File: config.mk
export PLATFORM = sky130hd
export DESIGN_NAME = rb_sequencer
export DESIGN_NICKNAME = d
export VERILOG_FILES = /design/src/rtl/rb_sequencer.sv
export SDC_FILE = /design/constraint.sdc
export NUM_CORES = 1
export LEC_CHECK = 0
export CAP_MARGIN = 20
export CELL_PAD_IN_SITES_DETAIL_PLACEMENT = 1
export CELL_PAD_IN_SITES_GLOBAL_PLACEMENT = 1
export CORE_MARGIN = 5
export CORE_UTILIZATION = 32
export DETAILED_ROUTE_END_ITERATION = 8
export HOLD_SLACK_MARGIN = 0.1
export PLACE_DENSITY = 0.83
export SETUP_SLACK_MARGIN = 0.15
export SLEW_MARGIN = 15
export SYNTH_ARGS = -nofsm -noshare
export SYNTH_HDL_FRONTEND = slang
export SYNTH_SLANG_ARGS = --single-unit
File: constraint.sdc
create_clock -name clk -period 2.05 [get_ports clk]
set_input_delay 0.41 -clock clk [delete_from_list [all_inputs] [get_ports clk]]
set_output_delay 0.41 -clock clk [all_outputs]
set_load 0.02 [all_outputs]
File: src/rtl/rb_sequencer.sv
// Microprogram sequencer for the 16x8 register bank and ALU: fetches 16-bit
// instructions from a synchronous ROM and decodes them into RB/ALU controls.
module rb_sequencer #(
    parameter int unsigned PC_WIDTH   = 8,
    parameter int unsigned DATA_WIDTH = 8,
    parameter int unsigned WDOG_LIMIT = 1000
) (
    input  logic                  clk,
    input  logic                  reset,
    input  logic                  start,
    output logic                  busy,
    output logic                  done,
    output logic                  error,
    output logic [PC_WIDTH-1:0]   imem_addr,
    input  logic [15:0]           imem_data,
    input  logic                  alu_zero,
    output logic [3:0]            alu_op,
    output logic [2:0]            rb_in_mux,
    output logic [3:0]            rb_out_mux,
    output logic [3:0]            rb_reg_add,
    output logic                  rb_we,
    output logic [DATA_WIDTH-1:0] rb_const
);

    localparam int unsigned WDOG_WIDTH = $clog2(WDOG_LIMIT + 1);

    localparam logic [2:0] OP_LDI  = 3'd1;
    localparam logic [2:0] OP_MOV  = 3'd2;
    localparam logic [2:0] OP_IN   = 3'd3;
    localparam logic [2:0] OP_ALU  = 3'd4;
    localparam logic [2:0] OP_JNZ  = 3'd5;
    localparam logic [2:0] OP_JMP  = 3'd6;
    localparam logic [2:0] OP_HALT = 3'd7;

    typedef enum logic [1:0] {IDLE, FETCH, EXEC, DONE} stateType;

    stateType              state;
    stateType              nextState;
    logic [PC_WIDTH-1:0]   pc;
    logic [PC_WIDTH-1:0]   pcNext;
    logic [WDOG_WIDTH-1:0] wdog;
    logic                  wdogExpired;
    logic [2:0]            opcode;
    logic [3:0]            regField;
    logic [3:0]            srcField;
    logic [7:0]            konst;
    logic                  unusedBits;

    assign opcode      = imem_data[15:13];
    assign regField    = imem_data[11:8];
    assign srcField    = imem_data[7:4];
    assign konst       = imem_data[7:0];
    assign unusedBits  = imem_data[12];
    assign wdogExpired = (wdog == WDOG_WIDTH'(WDOG_LIMIT - 1));

    // State register
    always_ff @(posedge clk or posedge reset) begin
        if (reset) begin
            state <= IDLE;
        end else begin
            state <= nextState;
        end
    end

    // Next-state logic; the watchdog lets the final instruction complete first
    always_comb begin
        nextState = state;
        case (state)
            IDLE:    if (start) nextState = FETCH;
            FETCH:   nextState = EXEC;
            EXEC:    nextState = (opcode == OP_HALT || wdogExpired) ? DONE : FETCH;
            DONE:    nextState = IDLE;
            default: nextState = IDLE;
        endcase
    end

    // Branch target selection; jump targets take the low PC bits of k
    always_comb begin
        pcNext = pc + PC_WIDTH'(1);
        case (opcode)
            OP_JNZ:  if (!alu_zero) pcNext = PC_WIDTH'(konst);
            OP_JMP:  pcNext = PC_WIDTH'(konst);
            default: pcNext = pc + PC_WIDTH'(1);
        endcase
    end

    // Program counter, watchdog and sticky abort flag
    always_ff @(posedge clk or posedge reset) begin
        if (reset) begin
            pc    <= '0;
            wdog  <= '0;
            error <= 1'b0;
        end else if (state == IDLE && start) begin
            pc    <= '0;
            wdog  <= '0;
            error <= 1'b0;
        end else if (state == EXEC) begin
            wdog <= wdog + WDOG_WIDTH'(1);
            if (opcode != OP_HALT) begin
                pc <= pcNext;
                if (wdogExpired) error <= 1'b1;
            end
        end
    end

    // Status outputs and instruction decode, live only during EXEC
    always_comb begin
        busy       = (state == FETCH) || (state == EXEC);
        done       = (state == DONE);
        imem_addr  = pc;
        alu_op     = 4'd0;
        rb_in_mux  = 3'd0;
        rb_out_mux = 4'd0;
        rb_reg_add = 4'd0;
        rb_we      = 1'b0;
        rb_const   = '0;
        if (state == EXEC) begin
            case (opcode)
                OP_LDI: begin
                    rb_in_mux  = 3'd2;
                    rb_const   = DATA_WIDTH'(konst);
                    rb_reg_add = regField;
                    rb_we      = 1'b1;
                end
                OP_MOV: begin
                    rb_in_mux  = 3'd4;
                    rb_out_mux = srcField;
                    rb_reg_add = regField;
                    rb_we      = 1'b1;
                end
                OP_IN: begin
                    rb_in_mux  = {2'b00, imem_data[0]};
                    rb_reg_add = regField;
                    rb_we      = 1'b1;
                end
                OP_ALU: begin
                    alu_op     = imem_data[3:0];
                    rb_in_mux  = 3'd3;
                    rb_reg_add = regField;
                    rb_we      = 1'b1;
                end
                default: ;
            endcase
        end
    end

endmodule

* Word level (Yosys, flattened, before mapping)
Index checks and enable logic that the tools add are counted.
** Operators by class
- Add/subtract/negate cells :: 2
- Mux-type cells :: 26
- Reductions and logical operators :: 10
- Equality and inequality tests :: 13
** Operators with widths (count)
- 2-to-1 mux 8 bit :: 6
- 2-to-1 mux 4 bit :: 6
- 2-to-1 mux 10 bit :: 2
- one-hot mux 8 bit (2 select lines) :: 1
- == test 3 bit (second input constant) :: 4
- one-hot mux 3 bit (4 select lines) :: 1
- adder 10 x 1 -> 10 bit (second input constant) :: 1
- == test 10 bit (second input constant) :: 1
- adder 8 x 1 -> 8 bit (second input constant) :: 1
- one-hot mux 2 bit (4 select lines) :: 1
- == test 3 x 2 -> 1 bit (second input constant) :: 2
- 2-to-1 mux 1 bit :: 6
- nonzero test 2 bit :: 3
- == test 2 bit (second input constant) :: 2
- 2-to-1 mux 2 bit :: 2
- OR reduction 4 bit :: 1
- == test 3 x 1 -> 1 bit (second input constant) :: 1
- 2-to-1 mux 3 bit :: 1
- != test 3 bit (second input constant) :: 1
- AND reduction 3 bit :: 1
- == test 2 x 1 -> 1 bit (second input constant) :: 1
- logical NOT 2 bit :: 1
- logical OR 1 bit :: 2
- != test 2 bit (second input constant) :: 1
- other kinds (2) :: 2
** Word-level totals
- Word-level logic and storage cells :: 55
- Output and inout port bits :: 35
- Bits of input ports :: 20
- Register bits after elaboration :: 21

* Depth between registers and ports, before layout
Gate-level depths: netlist (run 1).
- Word-level depth :: 6
- Depth in mapped cells :: 7
- Gate-level depth less buffers :: 6

* Least setup slack after synthesis (run 1)
No wires, ideal clock.
- Path kind :: register to output
- From :: register state[0]
- To :: output port rb_in_mux[0]
- Arrival time :: 1637 ps
- Stages on the path, launching flop included :: 6
- Required time :: 1640 ps
- Path buffers :: 2
- Path slack :: 3 ps
- Cell sequence :: dfrtp_1 -> inv_1 -> ha_1 -> buf_2 -> clkbuf_1 -> a21boi_0
** Between the ends
- Longest elaborated chain between the ends :: 2
** RTL lines
- start: declaration :: RTL line 37 : stateType state;
- start signal: assignment :: RTL line 61 : state <= nextState;
- == test 2 bit :: RTL line 117 : if (state == EXEC) begin
- 2-to-1 mux 3 bit :: RTL line 117
- end: declaration :: RTL line 18 : output logic [2:0] rb_in_mux,
Every way passes these cells.

* Worst setup path in the final report (run 1)
- From :: register state[0]
- To :: output port rb_const[6]
** Between the ends
- Longest elaborated chain between the ends :: 2
** RTL lines
- == test 2 bit :: RTL line 117
- 2-to-1 mux 8 bit :: RTL line 117
- end: declaration :: RTL line 22 : output logic [DATA_WIDTH-1:0] rb_const
Every way passes these cells.

==> run summary, run 1 <==
Final #Nets: 268
Final weighted congestion in routability-driven placement: 0.772
Initial standard-cell utilization of the core: 0.332
Largest stage delay, worst path: 390 ps
Pin count of the biggest net entering global routing: 22
Mean instance size in the synthesized netlist: 8.92 µm²
Clock-pin transition on the worst setup and hold timing paths: 80 ps
Critical Path Sink Type: primary output
P&R area growth vs syn: 58.1%
Clk buf depth: 2
Layout cell share with drive strength beyond 1: 0.311
Cell area after synthesis: 1450 µm²
Critical Path Start Type: register
TritonCTS clock tree: built
Quantity of hold-fixing buffers added after cts: 0
Class of the worst hold path: in -> async
Number of clock sinks: 21
Power dissipated by switching net loads: 903 µW
Most used cells in the layout excluding fill and tap cells: sky130_fd_sc_hd__buf_4, sky130_fd_sc_hd__clkdlybuf4s50_1, sky130_fd_sc_hd__dfrtp_1
Number of ports placed on the die boundary: 55
Setup Slack @ Placement: -551 ps
Number of cell rows: 24
Share of synthesized flip-flops with an asynchronous set or reset: 1.00
Chip Width: 77.2 µm
Leakage power: 0.00108 µW
Count of antenna-violating nets left after detailed routing: 0
CP Capture Point: rb_const[6]
Relative contribution of sequential cells to total power: 0.308
Maximum clock rate: 524 MHz
Distinct cell type count after synthesis: 39
Crit path from: state[0]
Ratio of final minimum period to clock period: 0.930
Register area share after synthesis: 0.364
PwrDens: 929 nW/µm²
Class of the most critical setup path: reg -> out
Slew of the pin with the lowest slew margin: 367 ps
Worst path cell trace: inv_2, ha_4, and4bb_4, and2_1, buf_2
Reg-to-reg slack, setup: 250 ps
Hold violation count in the final report: 0
Status: completed
Overflow left after global routing: 0
Post-DR wirelength/cell: 15.8 µm
Peak fanout along the critical path: 5
Pins Over Slew Limit: 0
Proportion of power drawn by the clock network: 0.132
Worst reg-to-reg path cell count: 8
Combinational Power Share: 0.560
Worst setup skew after layout: 6.38 ps
TritonRoute pass-1 iters: 4
Initial antenna violation count: 0
Num CTS Buffers: 3
Total of flip-flops plus latches after synthesis: 21
Number of H-tree levels: 1
Total wire length after detailed routing: 4640 µm
DR vias: 1521
Y dimension of the die: 77.2 µm
Instance count of the mapped netlist: 162
Final setup fails: 0
First DRT Iteration DRCs: 45
Main flop type after synthesis: sky130_fd_sc_hd__dfrtp_1
Library cell contributing the largest single delay on the critical path: sky130_fd_sc_hd__dfrtp_1
Cell area after layout: 2280 µm²
Launch point of the worst reg-to-reg path: state[0]
Number of input and output port buffers inserted: 53
Net Sw Frac: 0.425
Final worst path period need: 1910 ps
End of the worst register-to-register path: imem_addr[7]
Cell area reported after detailed placement: 2220 µm²
Setup TNS: 0 ps
Max cap viols: 0
Worst EP arrival: 1500 ps
Total power of the final layout: 2120 µW
Clk_lat worst skew: 270 ps
Final HPWL from detailed placement: 3520 µm
Worst-case setup margin in the final layout: 143 ps
Required time of the worst setup path: 1640 ps
Remaining DRCs: 0
Routed via count divided by cell count: 5.19
Worst relative slew slack: 0.749
Vias in the first global route: 1640
Number of synthesized flops with an enable pin: 0
Number of nets produced by synthesis: 188
Master cell of the clock root buffer: sky130_fd_sc_hd__clkbuf_8
Internal power component: 1220 µW
Std-Cell Core Area: 4350 µm²
Diodes inserted: 0
Wire length of the first global-routing pass: 7890 µm
Total track usage: 0.155
Worst IR drop on VDD: 0.584 mV
Die Area: 5960 µm²
Setup repair after global routing missed its margin: true
Synth warn: 0
Worst hold slack: 472 ps
Most frequent standard cell in the layout excluding fill and tap cells: sky130_fd_sc_hd__buf_4
[how the worst min path moves through the flow]
stage	start	endpoint	cells past startpoint	slack (ps)
after floorplan	reset	error	1	390
after global placement	error	error	2	480
after detailed placement	error	error	2	500
after CTS	reset	imem_addr[5]	3	490
after global routing	reset	imem_addr[7]	3	530
final	reset	imem_addr[6]	3	470
[flip-flops by register name, indices dropped and copies added, names as in the netlist]
name and cells:
error 1, imem_addr 8, state 2, wdog 10
[metrics by stage]
stage / cells / utilization
after floorplan: 162 / -
after global placement: 287 / 0.509
after detailed placement: 287 / 0.509
after CTS: 292 / 0.519
after global routing: 293 / 0.525
final: 293 / 0.525
[metal layers]
layer  track usage  vias to the layer above  part of all wire
met5             0                        -                 0
met4        0.0172                        0            0.0050
met3        0.0363                        4             0.055
met2         0.277                       36              0.51
met1         0.193                      740              0.43
li1              -                      741                 -
[critical path, delay by kind of cell (launching register included)]
kind                       cells  cell delay [ps]
and+or+nand+nor                2              420
buffers and inverters          2              250
DFF                            1              390
adders and majority gates      1              170
[logic make-up after synthesis]
| logic type | count (synthesis) | share of synthesized area |
|---|---|---|
| fa+ha+maj | 6 | 0.0519 |
| compound gates | 29 | 0.138 |
| mux | 7 | 0.0485 |
| buf+inv | 11 | 0.0320 |
| flops | 21 | 0.364 |
| xor+xnor | 9 | 0.0545 |
| simple gates | 79 | 0.312 |
[power by group through the flow]
stage	logic, µW	clock network (µW)	registers [µW]
6_report	1190	279	655
3_3_place_gp	1130	0	646
4_1_cts	1180	286	657
2_1_floorplan	574	0	694
3_5_place_dp	1160	0	659
5_1_grt	1300	303	669
[cells in the mapped netlist (all sizes together), types with 2 or more instances]
library cell   n  area [µm²]
inv            7        26.3
nand3          7        35.0
nor2b          2        12.5
clkbuf         2        7.51
or3            3        18.8
and2          19         119
nor3           4        20.0
and3           6        37.5
dfrtp         21         526
xor2           5        43.8
and4bb         2        28.8
or2            2        12.5
a21boi         3        22.5
nand4          5        31.3
mux2i          7        70.1
o31ai          2        15.0
xnor2          4        35.0
o21ai          6        30.0
nand2          9        33.8
buf            2        12.5
ha             6        75.1
nor2          14        52.6
o22ai          4        25.0
a21oi          9        56.3
[layout make-up]
type,count,area [µm²]
fill,525,2070
timing repair buffer,78,671
clock inverter,1,5.00
sequential,21,526
clock buffer,3,41.3
inverter,7,26.3
tap,52,65.1
multi-input combinational,131,951
[repair_timing]
action                                  in CTS  in global routing
endpoints found under the hold margin        0                  0
pin swaps                                    3                  4
endpoints found under the setup margin      27                 16
gates cloned                                 1                  0
resized for setup                          116                 29
setup buffers                                0                  1
Power figures use the tool's default switching activity.
==> run 2: changes to the inputs <==
--- a/config.mk
+++ b/config.mk
@@ -11,6 +11,7 @@
 export CORE_MARGIN = 5
 export CORE_UTILIZATION = 32
 export DETAILED_ROUTE_END_ITERATION = 8
+export GPL_TIMING_DRIVEN = 1
 export HOLD_SLACK_MARGIN = 0.1
 export PLACE_DENSITY = 0.83
 export SETUP_SLACK_MARGIN = 0.15
==> results of run 2 <==
The final DEF is identical to that of run 1; final timing and power are the same.
